[src/rtl/usr_burst_shift_if.sv]
// Command/status bundle for usr_burst_shift; cap exists only when USR_SHIFT_CAPTURE_EN is defined.
interface usr_burst_shift_if #(
    parameter int WIDTH = 8,
    parameter int CNT_W = 4
);
    logic             start;
    logic [2:0]       mode;
    logic [CNT_W-1:0] amount;
    logic             abort;
    logic [WIDTH-1:0] pin;
    logic             sin;
    logic [WIDTH-1:0] q;
    logic             sout;
    logic             busy;
    logic             done;
`ifdef USR_SHIFT_CAPTURE_EN
    logic [WIDTH-1:0] cap;

    modport master (output start, mode, amount, abort, pin, sin,
                    input  q, sout, busy, done, cap);
    modport slave  (input  start, mode, amount, abort, pin, sin,
                    output q, sout, busy, done, cap);
`else
    modport master (output start, mode, amount, abort, pin, sin,
                    input  q, sout, busy, done);
    modport slave  (input  start, mode, amount, abort, pin, sin,
                    output q, sout, busy, done);
`endif
endinterface

[src/rtl/usr_burst_shift.sv]
// Universal shift register with a one-step-per-clock burst controller, falling-edge clocked.
// Optional shifted-out bit capture register enabled by macro USR_SHIFT_CAPTURE_EN.
module usr_burst_shift #(
    parameter int WIDTH = 8,
    parameter int CNT_W = 4
) (
    input  logic              clk,
    input  logic              reset,
    usr_burst_shift_if.slave  bus
);
    localparam logic [0:0] S_IDLE = 1'b0;
    localparam logic [0:0] S_RUN  = 1'b1;

    logic [0:0]       r_state;
    logic [2:0]       r_mode;
    logic [CNT_W-1:0] r_cnt;
    logic [WIDTH-1:0] r_q;
    logic             r_sout;
    logic             r_busy;
    logic             r_done;
    logic [WIDTH:0]   w_step;
`ifdef USR_SHIFT_CAPTURE_EN
    logic [WIDTH-1:0] r_cap;
`endif

    function automatic logic f_is_shift(input logic [2:0] m);
        return (m == 3'd1) || (m == 3'd2) || (m == 3'd4) || (m == 3'd5) || (m == 3'd6);
    endfunction

    // Returns {out_bit, next_q} for one single-position step.
    function automatic logic [WIDTH:0] f_step(input logic [2:0] m,
                                              input logic [WIDTH-1:0] v,
                                              input logic s);
        case (m)
            3'd1:    return {v[WIDTH-1], v[WIDTH-2:0], s};
            3'd2:    return {v[0], s, v[WIDTH-1:1]};
            3'd4:    return {v[WIDTH-1], v[WIDTH-2:0], v[WIDTH-1]};
            3'd5:    return {v[0], v[0], v[WIDTH-1:1]};
            3'd6:    return {v[0], v[WIDTH-1], v[WIDTH-1:1]};
            default: return {1'b0, v};
        endcase
    endfunction

    assign w_step = f_step(r_mode, r_q, bus.sin);

    always_ff @(negedge clk or posedge reset) begin
        if (reset) begin
            r_state <= S_IDLE;
            r_mode  <= '0;
            r_cnt   <= '0;
            r_q     <= '0;
            r_sout  <= 1'b0;
            r_busy  <= 1'b0;
            r_done  <= 1'b0;
`ifdef USR_SHIFT_CAPTURE_EN
            r_cap   <= '0;
`endif
        end else begin
            r_done <= 1'b0;
            case (r_state)
                S_IDLE: begin
                    if (bus.start) begin
                        r_mode <= bus.mode;
                        r_cnt  <= bus.amount;
                        if (f_is_shift(bus.mode)) begin
`ifdef USR_SHIFT_CAPTURE_EN
                            r_cap <= '0;
`endif
                            if (bus.amount == '0) begin
                                r_done <= 1'b1;
                            end else begin
                                r_busy  <= 1'b1;
                                r_state <= S_RUN;
                            end
                        end else begin
                            if (bus.mode == 3'd3)
                                r_q <= bus.pin;
                            r_done <= 1'b1;
                        end
                    end
                end
                default: begin
                    // Abort drops the remaining steps without a completion pulse.
                    if (bus.abort) begin
                        r_busy  <= 1'b0;
                        r_state <= S_IDLE;
                    end else begin
                        r_q    <= w_step[WIDTH-1:0];
                        r_sout <= w_step[WIDTH];
`ifdef USR_SHIFT_CAPTURE_EN
                        r_cap  <= {r_cap[WIDTH-2:0], w_step[WIDTH]};
`endif
                        r_cnt  <= r_cnt - 1'b1;
                        if (r_cnt == CNT_W'(1)) begin
                            r_busy  <= 1'b0;
                            r_done  <= 1'b1;
                            r_state <= S_IDLE;
                        end
                    end
                end
            endcase
        end
    end

    assign bus.q    = r_q;
    assign bus.sout = r_sout;
    assign bus.busy = r_busy;
    assign bus.done = r_done;
`ifdef USR_SHIFT_CAPTURE_EN
    assign bus.cap  = r_cap;
`endif
endmodule

[src/flat_wrapper.sv]
// flat-port wrapper written by rule: the top's interface ports become plain ports
module usr_burst_shift_flat 
#(
    parameter int WIDTH = 8,
    parameter int CNT_W = 4
)
  (clk, reset, bus_start, bus_mode, bus_amount, bus_abort, bus_pin, bus_sin, bus_q, bus_sout, bus_busy, bus_done);
  usr_burst_shift_if #(.WIDTH(WIDTH), .CNT_W(CNT_W)) bus_i ();
  input  logic clk;
  input  logic reset;
  input wire logic [$bits(bus_i.start)-1:0] bus_start;
  input wire logic [$bits(bus_i.mode)-1:0] bus_mode;
  input wire logic [$bits(bus_i.amount)-1:0] bus_amount;
  input wire logic [$bits(bus_i.abort)-1:0] bus_abort;
  input wire logic [$bits(bus_i.pin)-1:0] bus_pin;
  input wire logic [$bits(bus_i.sin)-1:0] bus_sin;
  output wire logic [$bits(bus_i.q)-1:0] bus_q;
  output wire logic [$bits(bus_i.sout)-1:0] bus_sout;
  output wire logic [$bits(bus_i.busy)-1:0] bus_busy;
  output wire logic [$bits(bus_i.done)-1:0] bus_done;
  assign bus_i.start = bus_start;
  assign bus_i.mode = bus_mode;
  assign bus_i.amount = bus_amount;
  assign bus_i.abort = bus_abort;
  assign bus_i.pin = bus_pin;
  assign bus_i.sin = bus_sin;
  assign bus_q = bus_i.q;
  assign bus_sout = bus_i.sout;
  assign bus_busy = bus_i.busy;
  assign bus_done = bus_i.done;
  usr_burst_shift #(.WIDTH(WIDTH), .CNT_W(CNT_W)) u_core (.clk(clk), .reset(reset), .bus(bus_i));
endmodule
[config.mk]
export PLATFORM = sky130hd
export DESIGN_NAME = usr_burst_shift_flat
export DESIGN_NICKNAME = d
export VERILOG_FILES = /design/src/rtl/usr_burst_shift_if.sv /design/src/rtl/usr_burst_shift.sv /design/src/flat_wrapper.sv
export SDC_FILE = /design/constraint.sdc
export NUM_CORES = 1
export LEC_CHECK = 0
export CORE_MARGIN = 2
export CORE_UTILIZATION = 45
export CTS_CLUSTER_DIAMETER = 150
export DETAILED_ROUTE_END_ITERATION = 8
export DONT_BUFFER_PORTS = 1
export GPL_ROUTABILITY_DRIVEN = 0
export PLACE_DENSITY = 0.66
export SYNTH_ARGS = -nofsm -noshare
export SYNTH_HDL_FRONTEND = slang
export SYNTH_SLANG_ARGS = --single-unit
[constraint.sdc]
create_clock -name clk -period 1.6 [get_ports clk]
set_clock_uncertainty 0.15 [all_clocks]
set_input_delay 0.32 -clock clk [delete_from_list [all_inputs] [get_ports clk]]
set_output_delay 0.32 -clock clk [all_outputs]
set_load 0.03 [all_outputs]
Word level (Yosys, flattened, before mapping)
Cells that the tools add are included.

Register bits after elaboration: 19. Input port bits: 20. Output and inout bits: 11. Logic and storage cells: 71.

$add $sub $neg: 1. Equality and inequality tests: 19. Multiplexer cells: 27. Bitwise gates (word level): 2. Reduce and logical (&&, ||, !) cells: 14.

Operator list (count): 9-bit one-hot mux with 5 select lines (1); 8-bit 2-to-1 mux (5); 3-bit equality test, second input constant (6); 1-bit 2-to-1 mux (18); 4-bit 2-to-1 mux (3); 3-bit by 2-bit equality test with 1-bit output, second input constant (3); 3-bit by 1-bit equality test with 1-bit output, second input constant (2); 6-bit inequality test, second input constant (1); 2-bit AND reduction (3); 6-bit AND reduction (1); 2-bit nonzero test (3); 5-bit inequality test, second input constant (1); 5-bit AND reduction (1); 4-bit by 1-bit equality test with 1-bit output, second input constant (1); 4-bit logical NOT (1); 1-bit logical OR (4); 2-bit by 1-bit inequality test with 1-bit output, second input constant (2); 2-bit inequality test, second input constant (2); 4-bit AND reduction (1); 4-bit by 1-bit subtractor with 4-bit output, second input constant (1); 3-bit inequality test, second input constant (1); 1-bit NOT (2).

Longest topological paths before layout
Depth after elaboration: 8. Mapped depth: 6. Gate-level depth less buffers: 6.

==> out/qor_table.md <==
| Result | Reported | Unit |
|---|---|---|
| Status | finished with violations | - |
| Violated checks | negative setup slack | - |
| Hold Crit Depth | 1 | - |
| Highest net fanout along the worst path | 2 | - |
| Initial antenna violation count | 0 | - |
| Core Rows | 19 | - |
| Proportion of synthesized flip-flops having asynchronous set or reset | 1.00 | - |
| Die Outline Area | 3400 | um2 |
| Number of clock sinks | 19 | - |
| Post-route DRC | 0 | - |
| Final worst slack | -0.609 | ns |
| Synth Area per Inst | 9.16 | um2 |
| Category of the worst setup path capture point | output pin | - |
| End of the worst register-to-register path | u_core.bus.q[7] | - |
| CP Launch Type | flip-flop | - |
| Largest net degree at the start of global routing | 20 | - |
| Yosys cell types | 46 | - |
| Vertical extent of the die | 58.3 | um |
| Post-detailed-routing wire length | 3790 | um |
| Average routed wire per standard cell | 18.0 | um |
| Worst-Margin Slew | 0.533 | ns |
| Clock Path Buffers | 2 | - |
| TritonCTS Buffers | 3 | - |
| Power density over cell area | 1620 | nW/um2 |
| WP data required | 1.13 | ns |
| Antenna viol nets, final | 0 | - |
| Global-route wire length before repair | 5840 | um |
| Level count of the clock H-tree | 1 | - |
| Critical Path, Cell by Cell | buf_12 | - |
| Horizontal die dimension | 58.3 | um |
| Initial Utilization | 0.478 | - |
| Tightest slew margin relative to the limit | 0.635 | - |
| Leakage power total | 0.827 | nW |
| Worst setup path class | reg2out | - |
| Layout Cell Area excl Fill | 1840 | um2 |
| Hold path startpoint | u_core.r_state | - |
| Router iterations before antenna repair | 4 | - |
| Final nets | 203 | - |
| Average vias per placed instance | 6.18 | - |
| Max-cap violations | 0 | - |
| Internal power contribution | 1.62 | mW |
| Share of synthesized area occupied by flip-flops and latches | 0.358 | - |
| # hold bufs at CTS | 0 | - |
| Vias in the first global route | 1252 | - |
| Antenna Cells | 0 | - |
| Number of fillers in the final layout | 214 | - |
| Number of design-rule violations left by the first detailed-router iteration | 72 | - |
| Kind of cell adding the most delay to the critical path | flip-flops | - |
| Synthesized instance count | 145 | - |
| Final number of max-transition violations | 0 | - |
| Grt total ovfl | 0 | - |
| Depth of the most critical reg-to-reg path | 5 | - |
| Part of the total power dissipated in combinational logic | 0.551 | - |
| Worst-Skew Late Latency | 0.30 | ns |
| Net Sw Power | 1.35 | mW |
| Reg clk slew, reported paths | 0.07 | ns |
| Final Instance Count excl. Fillers | 211 | - |
| Fraction of layout instances using a drive strength above 1 | 0.378 | - |
| Switching share of total power | 0.455 | - |
| Yosys warnings | 0 | - |
| Maximum cell stage delay along the critical path | 0.50 | ns |
| GRT Total Usage | 0.228 | - |
| Routed via count | 1304 | - |
| CORE AREA | 2780 | um2 |
| Launch instance of the worst register-to-register path | u_core.bus.q[0] | - |
| CP arrival | 1.74 | ns |
| Buffers added on ports | 0 | - |
| Destination of the worst hold path | u_core.bus.busy | - |
| Synthesis-to-finish area growth | 38.1 | % |
| Cell area after synthesis | 1330 | um2 |
| Final count of hold timing violations | 0 | - |
| Total nets after synthesis | 167 | - |
| Dominant register cell in the synthesized netlist | sky130_fd_sc_hd__dfrtn_1 | - |
| Clock tree from TritonCTS | done | - |
| Count of flip-flops with a built-in enable after synthesis | 0 | - |
| Number of primary I/O pins | 31 | - |
| Worst path buffer plus inverter count | 1 | - |
| Post-synthesis register bit count | 19 | - |
| Clock share of power | 0.085 | - |
| Critical path's slowest cell | sky130_fd_sc_hd__dfrtn_1 | - |
| Sequential cell fraction of total power | 0.365 | - |
| Worst hold-check slack | 0.333 | ns |
| R2R setup slack | -0.26 | ns |
| Root cell of the clock tree | sky130_fd_sc_hd__clkbuf_4 | - |
| Number of failing setup endpoints in the final timing report | 23 | - |
| IR Drop Worst-Case VDD | 0.00119 | V |
| RSZ-0062 raised after global routing | true | - |
| Cell total after placement | 202 | - |
| Hold crit path type | reg2reg | - |
| Area post-placement | 1640 | um2 |
| Half-perimeter wire length after placement | 2590 | um |
==> state kept, by name (all words and copies together), names as in the netlist <==
name / count
u_core.bus.sout: 1
u_core.bus.q: 8
u_core.r_mode: 3
u_core.r_state: 1
u_core.bus.busy: 1
u_core.bus.done: 1
u_core.r_cnt: 4
==> how the worst max path moves through the flow <==
stage          cells after the start         endpoint  slack (ns)             from
2_1_floorplan                      5  u_core.bus.q[0]       -0.77        bus_start
3_3_place_gp                       3   u_core.r_state       -0.77    bus_amount[2]
3_5_place_dp                       3   u_core.r_state       -0.79    bus_amount[2]
4_1_cts                            1         bus_q[5]       -0.63  u_core.bus.q[5]
5_1_grt                            1         bus_q[5]       -0.64  u_core.bus.q[5]
6_report                           1         bus_q[5]       -0.61  u_core.bus.q[5]
==> repair_timing <==
item | 4_1_cts | 5_1_grt
setup endpoints to repair | 26 | 27
setup buffers | 0 | 5
gates resized for setup | 15 | 13
pin swaps | 6 | 5
==> synth_stat cells, types with 3 or more instances <==
library cell / instances / area share
sky130_fd_sc_hd__mux2_2: 4 / 0.034
sky130_fd_sc_hd__a21oi_1: 11 / 0.041
sky130_fd_sc_hd__nand3_1: 4 / 0.015
sky130_fd_sc_hd__and3b_1: 3 / 0.020
sky130_fd_sc_hd__nor3b_1: 5 / 0.028
sky130_fd_sc_hd__dfrtn_1: 19 / 0.36
sky130_fd_sc_hd__nor2b_1: 5 / 0.024
sky130_fd_sc_hd__buf_2: 4 / 0.015
sky130_fd_sc_hd__xor2_1: 3 / 0.020
sky130_fd_sc_hd__nor2_1: 10 / 0.028
sky130_fd_sc_hd__a211oi_1: 3 / 0.017
sky130_fd_sc_hd__nor4bb_1: 4 / 0.030
sky130_fd_sc_hd__nand2_1: 8 / 0.023
sky130_fd_sc_hd__o21ai_0: 9 / 0.034
sky130_fd_sc_hd__mux2i_1: 4 / 0.030
sky130_fd_sc_hd__inv_1: 9 / 0.025
==> worst register-to-register path: cells and delay by family, from the launching register on <==
family,cells,cell delay [ns]
buffers and inverters,1,0.22
AOI/OAI and AO/OA,2,0.42
and+or+nand+nor,1,0.18
DFF,1,0.48
muxes,1,0.26
==> per-stage QoR <==
step	setup slack, ns	power, mW	TNS [ns]	utilization
detailed placement	-0.788	2.48	-12.13	0.588
floorplan	-0.773	1.91	-11.37	-
global placement	-0.770	2.43	-11.87	0.588
global route	-0.636	3.17	-10.01	0.660
finish	-0.609	2.98	-9.49	0.660
CTS	-0.628	2.80	-9.55	0.619
==> layout by cell type (no fill, tap or decap), types with 2 or more instances in the layout <==
cell type	count
sky130_fd_sc_hd__a21oi_1	9
sky130_fd_sc_hd__nand3_1	3
sky130_fd_sc_hd__and3b_1	3
sky130_fd_sc_hd__a221oi_2	2
sky130_fd_sc_hd__o21ai_0	5
sky130_fd_sc_hd__ha_1	2
sky130_fd_sc_hd__a2111oi_2	2
sky130_fd_sc_hd__mux2i_1	4
sky130_fd_sc_hd__o21ai_1	6
sky130_fd_sc_hd__buf_4	30
sky130_fd_sc_hd__xor2_1	3
sky130_fd_sc_hd__dfrtn_1	19
sky130_fd_sc_hd__o211ai_1	2
sky130_fd_sc_hd__a2111oi_0	2
sky130_fd_sc_hd__a211oi_1	3
sky130_fd_sc_hd__nor4bb_1	4
sky130_fd_sc_hd__nand2_1	6
sky130_fd_sc_hd__clkbuf_4	3
sky130_fd_sc_hd__nor2_1	9
sky130_fd_sc_hd__nor2b_1	5
sky130_fd_sc_hd__nor3b_1	5
sky130_fd_sc_hd__nand2b_4	2
sky130_fd_sc_hd__buf_12	2
sky130_fd_sc_hd__a311oi_1	2
sky130_fd_sc_hd__mux2_4	4
sky130_fd_sc_hd__buf_6	6
sky130_fd_sc_hd__inv_1	9
==> logic make-up after synthesis <==
group	after synthesis	share of synthesized area
AOI/OAI and AO/OA	44	0.224
DFF	19	0.358
xor gates and xnor gates	4	0.0264
adders and majority gates	2	0.0188
muxes	8	0.0640
and+or+nand+nor	51	0.243
buffers and inverters	17	0.0659
==> area by class of cell <==
type	instances	area, um2	area share
Timing Repair Buffer	39	345	0.188
Inverter	9	33.8	0.0184
Clock buffer	3	22.5	0.0123
Clock inverter	1	5.00	0.00273
Tap cell	31	38.8	0.0211
Multi-Input combinational cell	109	915	0.498
Sequential cell	19	475	0.259
==> metal layers <==
metal	vias to the layer above	GRT usage	wire length, um
met5	-	0	0
met4	0	0.0997	91
met3	11	0.0462	256
met2	55	0.372	1810
met1	627	0.291	1630
li1	611	-	-
==> power by group through the flow <==
stage / Sequential, mW / Combinational, mW / Clock, mW
2_1_floorplan: 1.12 / 0.793 / 0
3_3_place_gp: 1.10 / 1.34 / 0
3_5_place_dp: 1.10 / 1.38 / 0
4_1_cts: 1.10 / 1.43 / 0.267
5_1_grt: 1.11 / 1.78 / 0.279
6_report: 1.09 / 1.64 / 0.253
Note: power is estimated with default switching activity, not from simulation.
